$ cat config.mk
export PLATFORM = sky130hd
export DESIGN_NAME = lfsr_engine_flat
export DESIGN_NICKNAME = d
export VERILOG_FILES = /design/src/rtl/lfsr_pkg.sv /design/src/rtl/lfsr_engine_if.sv /design/src/rtl/lfsr_step.sv /design/src/rtl/lfsr_engine.sv /design/src/flat_wrapper.sv
export SDC_FILE = /design/constraint.sdc
export NUM_CORES = 1
export LEC_CHECK = 0
export CAP_MARGIN = 20
export CORE_ASPECT_RATIO = 0.75
export CORE_MARGIN = 2
export CORE_UTILIZATION = 41
export CTS_CLUSTER_DIAMETER = 50
export CTS_CLUSTER_SIZE = 25
export DETAILED_ROUTE_END_ITERATION = 8
export PLACE_DENSITY = 0.74
export SLEW_MARGIN = 20
export SYNTH_ARGS = -nofsm -noshare
export SYNTH_HDL_FRONTEND = slang
export SYNTH_SLANG_ARGS = --single-unit
$ cat constraint.sdc
create_clock -name clk -period 2 [get_ports clk]
set_input_delay 0.2 -clock clk [delete_from_list [all_inputs] [get_ports clk]]
set_output_delay 0.2 -clock clk [all_outputs]
set_load 0.005 [all_outputs]
$ cat src/rtl/lfsr_pkg.sv
// Shared types for the LFSR engine.
//   lfsr_type_e : feedback structure selected by configuration
//   lfsr_fsm_e  : controller states (RUN, LOAD, LOCK)
package lfsr_pkg;

    typedef enum logic {
        FIBONACCI = 1'b0,
        GALOIS    = 1'b1
    } lfsr_type_e;

    typedef enum logic [1:0] {
        RUN  = 2'd0,
        LOAD = 2'd1,
        LOCK = 2'd2
    } lfsr_fsm_e;

endpackage

$ cat src/rtl/lfsr_engine_if.sv
// Bus bundle between the LFSR engine and its user.
//   en                         : permit word generation
//   cfg_valid/cfg_ready        : configuration handshake carrying cfg_type, cfg_taps, cfg_seed
//   out_valid/out_ready        : output word handshake carrying out_data
//   state, lockup, period_done : status
// master = user side, slave = engine side.
interface lfsr_engine_if #(
    parameter int LENGTH = 16,
    parameter int OUT_W  = 1
);
    logic              en;
    logic              cfg_valid;
    logic              cfg_ready;
    logic              cfg_type;
    logic [LENGTH-1:0] cfg_taps;
    logic [LENGTH-1:0] cfg_seed;
    logic              out_valid;
    logic              out_ready;
    logic [OUT_W-1:0]  out_data;
    logic [LENGTH-1:0] state;
    logic              lockup;
    logic              period_done;

    modport master (
        output en, cfg_valid, cfg_type, cfg_taps, cfg_seed, out_ready,
        input  cfg_ready, out_valid, out_data, state, lockup, period_done
    );

    modport slave (
        input  en, cfg_valid, cfg_type, cfg_taps, cfg_seed, out_ready,
        output cfg_ready, out_valid, out_data, state, lockup, period_done
    );
endinterface

$ cat src/rtl/lfsr_step.sv
// One combinational LFSR step.
//   kind    : FIBONACCI or GALOIS
//   taps    : tap mask, bit 0 = input end
//   cur     : state before the step
//   nxt     : state after the step
//   bit_out : bit shifted out (cur[LENGTH-1])
module lfsr_step
    import lfsr_pkg::*;
#(
    parameter int LENGTH = 16
) (
    input  lfsr_type_e        kind,
    input  logic [LENGTH-1:0] taps,
    input  logic [LENGTH-1:0] cur,
    output logic [LENGTH-1:0] nxt,
    output logic              bit_out
);
    logic [LENGTH-1:0] toggled;

    always_comb begin
        bit_out = cur[LENGTH-1];
        toggled = cur ^ (taps & {LENGTH{cur[LENGTH-1]}});
        if (kind == GALOIS) begin
            // rotate toward the output end; the top bit wraps to the input end
            nxt = {toggled[LENGTH-2:0], toggled[LENGTH-1]};
        end else begin
            nxt = {cur[LENGTH-2:0], ^(taps & cur)};
        end
    end
endmodule

$ cat src/rtl/lfsr_engine.sv
// Configurable Fibonacci/Galois LFSR producing OUT_W bits per clock.
//   clk : clock, rising edge
//   rst : asynchronous reset, active low
//   bus : lfsr_engine_if slave (enable, config handshake, output handshake, status)
//
// state | meaning
// RUN   | generate words while enabled and the output slot is free
// LOAD  | one cycle: install captured seed, drop pending word
// LOCK  | all-zero state, no generation until a new config arrives
module lfsr_engine
    import lfsr_pkg::*;
#(
    parameter int                LENGTH   = 16,
    parameter int                OUT_W    = 1,
    parameter int                DEF_TYPE = 0,
    parameter logic [LENGTH-1:0] DEF_TAPS = LENGTH'(16'b0110100000000001),
    parameter logic [LENGTH-1:0] DEF_SEED = LENGTH'(1)
) (
    input logic          clk,
    input logic          rst,
    lfsr_engine_if.slave bus
);
    lfsr_fsm_e         fsm;
    lfsr_type_e        kind;
    logic [LENGTH-1:0] taps;
    logic [LENGTH-1:0] lfsr;
    logic [LENGTH-1:0] seed_reg;
    logic [LENGTH-1:0] cap_seed;
    logic              out_valid_q;
    logic [OUT_W-1:0]  out_data_q;
    logic              lockup_q;
    logic              period_done_q;

    logic [OUT_W:0][LENGTH-1:0] chain;
    logic [OUT_W-1:0]           word_bits;
    logic                       cfg_fire;
    logic                       accept;
    logic                       gen;

    assign chain[0] = lfsr;

    for (genvar k = 0; k < OUT_W; k++) begin : g_step
        lfsr_step #(.LENGTH(LENGTH)) u_step (
            .kind    (kind),
            .taps    (taps),
            .cur     (chain[k]),
            .nxt     (chain[k+1]),
            .bit_out (word_bits[k])
        );
    end

    assign bus.cfg_ready   = (fsm != LOAD);
    assign cfg_fire        = bus.cfg_valid && (fsm != LOAD);
    assign accept          = out_valid_q && bus.out_ready;
    assign gen             = bus.en && (!out_valid_q || bus.out_ready);
    assign bus.out_valid   = out_valid_q;
    assign bus.out_data    = out_data_q;
    assign bus.state       = lfsr;
    assign bus.lockup      = lockup_q;
    assign bus.period_done = period_done_q;

    always_ff @(posedge clk or negedge rst) begin
        if (!rst) begin
            fsm           <= RUN;
            kind          <= (DEF_TYPE != 0) ? GALOIS : FIBONACCI;
            taps          <= DEF_TAPS;
            lfsr          <= DEF_SEED;
            seed_reg      <= DEF_SEED;
            cap_seed      <= DEF_SEED;
            out_valid_q   <= 1'b0;
            out_data_q    <= '0;
            lockup_q      <= 1'b0;
            period_done_q <= 1'b0;
        end else begin
            period_done_q <= 1'b0;
            case (fsm)
                LOAD: begin
                    lfsr        <= cap_seed;
                    seed_reg    <= cap_seed;
                    out_valid_q <= 1'b0;
                    lockup_q    <= (cap_seed == '0);
                    fsm         <= (cap_seed == '0) ? LOCK : RUN;
                end
                default: begin
                    // config beats word generation; an accepted word still counts as consumed
                    if (cfg_fire) begin
                        fsm      <= LOAD;
                        kind     <= lfsr_type_e'(bus.cfg_type);
                        taps     <= bus.cfg_taps;
                        cap_seed <= bus.cfg_seed;
                        if (accept) out_valid_q <= 1'b0;
                    end else if (fsm == RUN && gen) begin
                        lfsr        <= chain[OUT_W];
                        out_data_q  <= word_bits;
                        out_valid_q <= 1'b1;
                        if (chain[OUT_W] == '0) begin
                            fsm      <= LOCK;
                            lockup_q <= 1'b1;
                        end
                        if (chain[OUT_W] == seed_reg) period_done_q <= 1'b1;
                    end else if (accept) begin
                        out_valid_q <= 1'b0;
                    end
                end
            endcase
        end
    end
endmodule

$ cat src/flat_wrapper.sv
// flat-port wrapper written by rule: the top's interface ports become plain ports
module lfsr_engine_flat import lfsr_pkg::*;
#(
    parameter int                LENGTH   = 16,
    parameter int                OUT_W    = 1,
    parameter int                DEF_TYPE = 0,
    parameter logic [LENGTH-1:0] DEF_TAPS = LENGTH'(16'b0110100000000001),
    parameter logic [LENGTH-1:0] DEF_SEED = LENGTH'(1)
)
  (clk, rst, bus_en, bus_cfg_valid, bus_cfg_type, bus_cfg_taps, bus_cfg_seed, bus_out_ready, bus_cfg_ready, bus_out_valid, bus_out_data, bus_state, bus_lockup, bus_period_done);
  lfsr_engine_if #(.LENGTH(LENGTH), .OUT_W(OUT_W)) bus_i ();
  input logic clk;
  input logic rst;
  input wire logic [$bits(bus_i.en)-1:0] bus_en;
  input wire logic [$bits(bus_i.cfg_valid)-1:0] bus_cfg_valid;
  input wire logic [$bits(bus_i.cfg_type)-1:0] bus_cfg_type;
  input wire logic [$bits(bus_i.cfg_taps)-1:0] bus_cfg_taps;
  input wire logic [$bits(bus_i.cfg_seed)-1:0] bus_cfg_seed;
  input wire logic [$bits(bus_i.out_ready)-1:0] bus_out_ready;
  output wire logic [$bits(bus_i.cfg_ready)-1:0] bus_cfg_ready;
  output wire logic [$bits(bus_i.out_valid)-1:0] bus_out_valid;
  output wire logic [$bits(bus_i.out_data)-1:0] bus_out_data;
  output wire logic [$bits(bus_i.state)-1:0] bus_state;
  output wire logic [$bits(bus_i.lockup)-1:0] bus_lockup;
  output wire logic [$bits(bus_i.period_done)-1:0] bus_period_done;
  assign bus_i.en = bus_en;
  assign bus_i.cfg_valid = bus_cfg_valid;
  assign bus_i.cfg_type = bus_cfg_type;
  assign bus_i.cfg_taps = bus_cfg_taps;
  assign bus_i.cfg_seed = bus_cfg_seed;
  assign bus_i.out_ready = bus_out_ready;
  assign bus_cfg_ready = bus_i.cfg_ready;
  assign bus_out_valid = bus_i.out_valid;
  assign bus_out_data = bus_i.out_data;
  assign bus_state = bus_i.state;
  assign bus_lockup = bus_i.lockup;
  assign bus_period_done = bus_i.period_done;
  lfsr_engine #(.LENGTH(LENGTH), .OUT_W(OUT_W), .DEF_TYPE(DEF_TYPE), .DEF_TAPS(DEF_TAPS), .DEF_SEED(DEF_SEED)) u_core (.clk(clk), .rst(rst), .bus(bus_i));
endmodule
* Word level (Yosys, flattened, before mapping)
Index checks and enable logic that the tools add are counted.
** Word-level totals
- ROM bits :: 0
- Latch bits :: 0
- Output and inout port bits :: 21
- Bits in writable memories :: 0
- Flip-flop bits (word level) :: 71
- Memories kept :: 0
- Input bits :: 38
** Cells by class
- Order comparisons :: 0
- Add/sub/neg operators :: 0
- Divide/modulo/power cells :: 0
- Multiplexer cells :: 21
- Bitwise logic cells :: 5
- Reduce and logical (&&, ||, !) cells :: 19
- Multipliers :: 0
- Shift operators :: 0
- Equal/unequal tests :: 4
** Operators by type and width (count)
- 16-bit two-way mux :: 4
- 16-bit bitwise AND :: 2
- 16-bit zero test :: 2
- 16-bit equality test :: 1
- 16-bit parity :: 1
- 16-bit bitwise XOR :: 1
- 1-bit two-way mux :: 12
- 2-bit two-way mux :: 5
- 2-bit AND reduction :: 3
- 3-bit AND reduction :: 2
- 3-bit nonzero test :: 2
- 1-bit logical AND :: 4
- 2-bit nonzero test :: 2
- 2-bit by 1-bit equality test with 1-bit output, second input constant :: 1
- 2-bit zero test :: 1
- 2-bit by 1-bit != test with 1-bit output, second input constant :: 1
- 2-bit != test, second input constant :: 1
- 1-bit inverter :: 2
- 1-bit zero test :: 1
- 1-bit logical OR :: 1

* Depth between registers and ports, before layout
- Depth after elaboration :: 8
- Gate-level depth with buffers :: 9

* Cells and area by module
Synthesis repeated with hierarchy kept, for this count alone.
** Unflattened totals
- Cells, all modules :: 324
- Area, all modules :: 3727.3 µm²
** By module, submodules not included
- lfsr_engine :: area an instance 3298.2 µm², seq. area each 1785.5 µm², instances 1, cells each 257
- lfsr_step :: area an instance 429.2 µm², seq. area each 0.0 µm², instances 1, cells each 67

* Least setup slack after synthesis
Ideal clock, no wire load.
- Path kind :: register to register
- From :: register u_core.lfsr[0] (netlist: u_core.bus.state[0])
- To :: register u_core.lockup_q (netlist: u_core.bus.lockup)
- Path slack :: 8 ps
- Data arrival time :: 1909 ps
- Library setup time :: 82 ps
- Cell stages (with the launch flop) :: 9
- Cells stage by stage :: dfstp_2 nand2_1 xnor2_1 xnor2_1 xnor2_1 xnor2_1 o22ai_1 or3_4 a22oi_2
** Between the ends
- Word-level cells in the longest chain between the ends :: 6
- Elaborated cells between the ends (all ways) :: 7
- Those cells by class :: 1 x mux; 2 x bitwise; 4 x reduce/logical
** RTL lines
- start, declared :: RTL line lfsr_engine.sv:26 : logic [LENGTH-1:0] lfsr;
- start signal, assigned :: RTL line lfsr_engine.sv:78 : lfsr <= cap_seed;
- start signal, assigned :: RTL line lfsr_engine.sv:93 : lfsr <= chain[OUT_W];
- 16-bit bitwise AND :: RTL line lfsr_step.sv:27 : nxt = {cur[LENGTH-2:0], ^(taps & cur)};
- 16-bit parity :: RTL line lfsr_step.sv:27
- 16-bit two-way mux * :: RTL line lfsr_step.sv:23 : if (kind == GALOIS) begin
- 16-bit zero test * :: RTL line lfsr_engine.sv:96 : if (chain[OUT_W] == '0) begin
- 2-bit nonzero test (no source line) *
- 3-bit AND reduction (no source line) *
- end signal, assigned :: RTL line lfsr_engine.sv:81 : lockup_q <= (cap_seed == '0);
- end, declared :: RTL line lfsr_engine.sv:31 : logic lockup_q;
Every way passes the cells marked *; elsewhere a longest branch is shown, timed or not.
A chain may end at the register's enable or synchronous reset.

* Worst setup path in the final report
- From :: register u_core.kind
- To :: register u_core.lockup_q (netlist: u_core.bus.lockup)
** Between the ends
- Word-level cells in the longest chain between the ends :: 4
** RTL lines
- start, declared :: RTL line lfsr_engine.sv:24 : lfsr_type_e kind;
- start signal, assigned :: RTL line lfsr_engine.sv:65 : kind <= (DEF_TYPE != 0) ? GALOIS : FIBONACCI;
- start signal, assigned :: RTL line lfsr_engine.sv:88 : kind <= lfsr_type_e'(bus.cfg_type);
- 16-bit two-way mux :: RTL line lfsr_step.sv:23
- 16-bit zero test :: RTL line lfsr_engine.sv:96
- 2-bit nonzero test (no source line)
- 3-bit AND reduction (no source line)
No other way between the ends.

==> results.md <==
- WL final: 10,500 um
- Chip width: 112 um
- Row count: 29
- Largest net degree at the start of global routing: 30
- Clock buffer count from CTS: 9
- Comb power frac: 48.7%
- Crit path kind: reg -> reg
- Skew-Pair Late Insertion Delay: around 0.34 ns
- Tmin final: 2.02 ns
- # DRC: 0
- CP Capture Type: register
- GRT overflow: 0
- ANT cells: 0
- Status: finished, violations left
- 1st-pass router iterations: 5
- Tot Pwr: 0.00762 W
- Max Fclk: 0.495 GHz
- Vias: between 3,000 and 4,000
- Sequential share of power: around 29%
- Worst Path Required: 2.26 ns
- Final GP Congestion: 0.985
- EDFF count, synth: 0
- PortBufs: 58
- Synth Cell Area: 3600 um2
- Worst min path class: in -> async
- Synth top area cells: dfrtp_1 44%, mux2_2 11%, nand2_1 8.9%
- Critical path's largest stage delay: 0.45 ns
- RSZ-0062 raised after global routing: true
- Final antenna-violating net count: 0
- H-tree levels: 3
- Layout cells sized above 1: between 20% and 30%
- Synthesized instance count: 359
- Root Driver: clkbuf_16
- Avg Cell Area, Syn: 10.0 um2
- Crit path launch type: register
- Sink Count: slightly above 70
- Setup-failing EPs final: 1
- CP bufs+invs: 2
- WL/cell: ~18 um
- Tcrit/Tclk final: 101%
- Mapped Nets: 397
- Worst-path maximum fanout: 14
- Normalized max-slew margin: 61.0%
- Clock share of power: a little over a fifth
- Worst R2R Path Depth: 8
- Worst VDD drop: 0.945 mV
- Number of max-cap violations: 0
- Worst Setup Slack post-DPL: -0.0709 ns
- Yosys reg bits: 71
- Top Ports: 59
- CTS max path bufs: 2
- Psw: about 0.0028 W
- Post-DP HPWL: 7510 um
- Pins Over Slew Limit: 0
- Area delta synth->final: 43.7%
- Post-Synth XOR/XNOR Area: about 13%
- Register area share after synthesis: 49.5%
- Async SR Flop Fraction: 100%
- Slew @ Worst Pin: 0.584 ns
- Total core area: 8490 um2
- First-pass GRT wire length: 16,100 um
- Crit path arrival time: 2.28 ns
- R2r endpoint: u_core.bus.lockup$_DFFE_PN0P_
- Vias per cell: 5.47
- Vias in the first global route: 2,996
- Final Hold Viols: 0
- Crit-path cells: buf_4 -> nand2_1 -> buf_12 -> nor2_1 -> o32ai_1 -> nand4_1 -> or3_4 -> a22oi_2
- Synth unique cells: 31
- Compound-Gate Fraction of Synth Area: ~9.1%
- Placed cell area: 4680 um2
- Simple-gate portion of the synthesized area: 15.4%
- Slowest stage cell, crit path: or3_4
- Fin nets: about 500
- Internal power: ~0.0048 W
- Initial DRC Count: 280
- Cell taking the most area after synthesis: dfrtp_1
- Initial Util: 42.5%
- Largest family of logic cells by synthesized area: simple AND/OR/NAND/NOR gates
- CTS tree: built
- Final worst slack: -0.0190 ns
- Die height: approximately 85 um
- PwrDens: 1470 nW/um2
- Syn. warnings: 0
- Top FF cell, synth: dfrtp_1
- Switching part of the total power: 36.6%
- Initial antenna violation count: 0
- Most common cell after layout, fill and taps aside: nand2_1
- Die ar.: roughly 9600 um2
- Area share of the largest cell type after synthesis: 44.4%
- Worst reg2reg setup slack: -0.02 ns
- GRT Util Overall: 22.2%
- Finished Cell Area: 5180 um2
- Failing checks: negative setup slack
- RR Startpoint: u_core.kind$_DFFE_PN0P_
- Mux cell area share after synthesis: 10.9%
- Top delay family on crit path: simple AND/OR/NAND/NOR gates
- Post-Synth Adder-Cell Area: 0%
- Clock Pin Slew Worst Setup and Hold Paths: 0.06 ns
- Clock skew: 0.00839 ns
- Leakage power: between 2 and 2.5 nW
- Most frequent cells in the layout: 79 x nand2_1, 64 x dfrtp_1, 57 x clkdlybuf4s50_1, 48 x buf_4, 35 x mux2_2
power by group through the flow:
stage	registers, W	logic (W)	clock network [W]
4_1_cts	0.00221	0.00346	0.00171
2_1_floorplan	0.00231	0.00178	0
3_3_place_gp	0.00220	0.00328	0
3_5_place_dp	0.00222	0.00334	0
6_report	0.00223	0.00371	0.00168
5_1_grt	0.00227	0.00396	0.00178
final cells by class:
cell class / count / area (um2)
fill: 707 / 3310
multi-input combinational: 269 / 1890
sequential: 71 / 1790
timing repair buffer: 112 / 1040
clock buffer: 11 / 253
tap: 108 / 135
clock inverter: 5 / 63.8
inverter: 3 / 11.3
worst max path at each step:
stage	from	end	slack, ns	depth (start not counted)
6_report	u_core.kind$_DFFE_PN0P_	u_core.bus.lockup$_DFFE_PN0P_	-0.02	8
5_1_grt	u_core.kind$_DFFE_PN0P_	u_core.bus.period_done$_DFF_PN0_	-0.1	8
4_1_cts	u_core.taps[11]$_DFFE_PN1P_	u_core.bus.lockup$_DFFE_PN0P_	0.003	8
3_5_place_dp	u_core.taps[0]$_DFFE_PN1P_	u_core.bus.lockup$_DFFE_PN0P_	-0.07	8
3_3_place_gp	u_core.kind$_DFFE_PN0P_	u_core.bus.period_done$_DFF_PN0_	-0.009	8
2_1_floorplan	u_core.bus.state[0]$_DFFE_PN1P_	u_core.bus.lockup$_DFFE_PN0P_	0.008	8
synth_stat cells, types with 2 or more instances:
| master | n |
|---|---|
| a31oi_1 | 7 |
| inv_1 | 3 |
| nand2_1 | 85 |
| xor2_1 | 24 |
| nor2_1 | 17 |
| nor4_1 | 6 |
| a21oi_1 | 13 |
| dfrtp_1 | 64 |
| nand4_1 | 6 |
| and2_1 | 2 |
| clkbuf_1 | 10 |
| buf_1 | 3 |
| buf_2 | 2 |
| xnor2_1 | 29 |
| o21ai_0 | 6 |
| o32ai_1 | 7 |
| nor3_1 | 8 |
| dfstp_2 | 7 |
| mux2_2 | 35 |
| a22oi_2 | 2 |
| o22ai_1 | 13 |
worst register-to-register path, stage by stage, from the launching register on:
cell     delay (ns)
dfrtp_1        0.41
buf_4          0.15
nand2_1        0.10
buf_12         0.15
nor2_1         0.05
o32ai_1        0.30
nand4_1        0.18
or3_4          0.45
a22oi_2        0.16
logic make-up (layout without fill, tap and decap cells):
kind of cell,count (synthesis),after routing
AOI/OAI and AO/OA,51,51
and+or+nand+nor,130,130
muxes,35,35
buffers and inverters,19,131
DFF,71,71
xor gates and xnor gates,53,53
per-layer routing:
metal  global-route usage, %  part of all wire, %  up-vias
li1                        -                    -     1444
met3                    7.57                  9.7       10
met1                    32.2                   45     1562
met2                    33.0                   44      154
met5                       0                    0        -
met4                    3.77                 0.74        0
per-stage QoR:
step                      TNS (ns)  hold WS, ns  util (%)  std cells
final                      -0.0190        0.398      61.0        579
after global routing        -0.210        0.429      61.0        579
after CTS                        0        0.406      59.4        576
after detailed placement    -0.169        0.233      55.1        559
after global placement     -0.0133        0.222      55.1        559
after floorplan                  0      -0.0956         -        359
timing repair:
action,4_1_cts,5_1_grt
pin swaps,7,11
resized for setup,7,19
buffers inserted,0,3
hold endpoints to repair,21,0
hold buffers,1,0
endpoints found under the setup margin,3,3
Note: power is estimated with default switching activity, not from simulation.
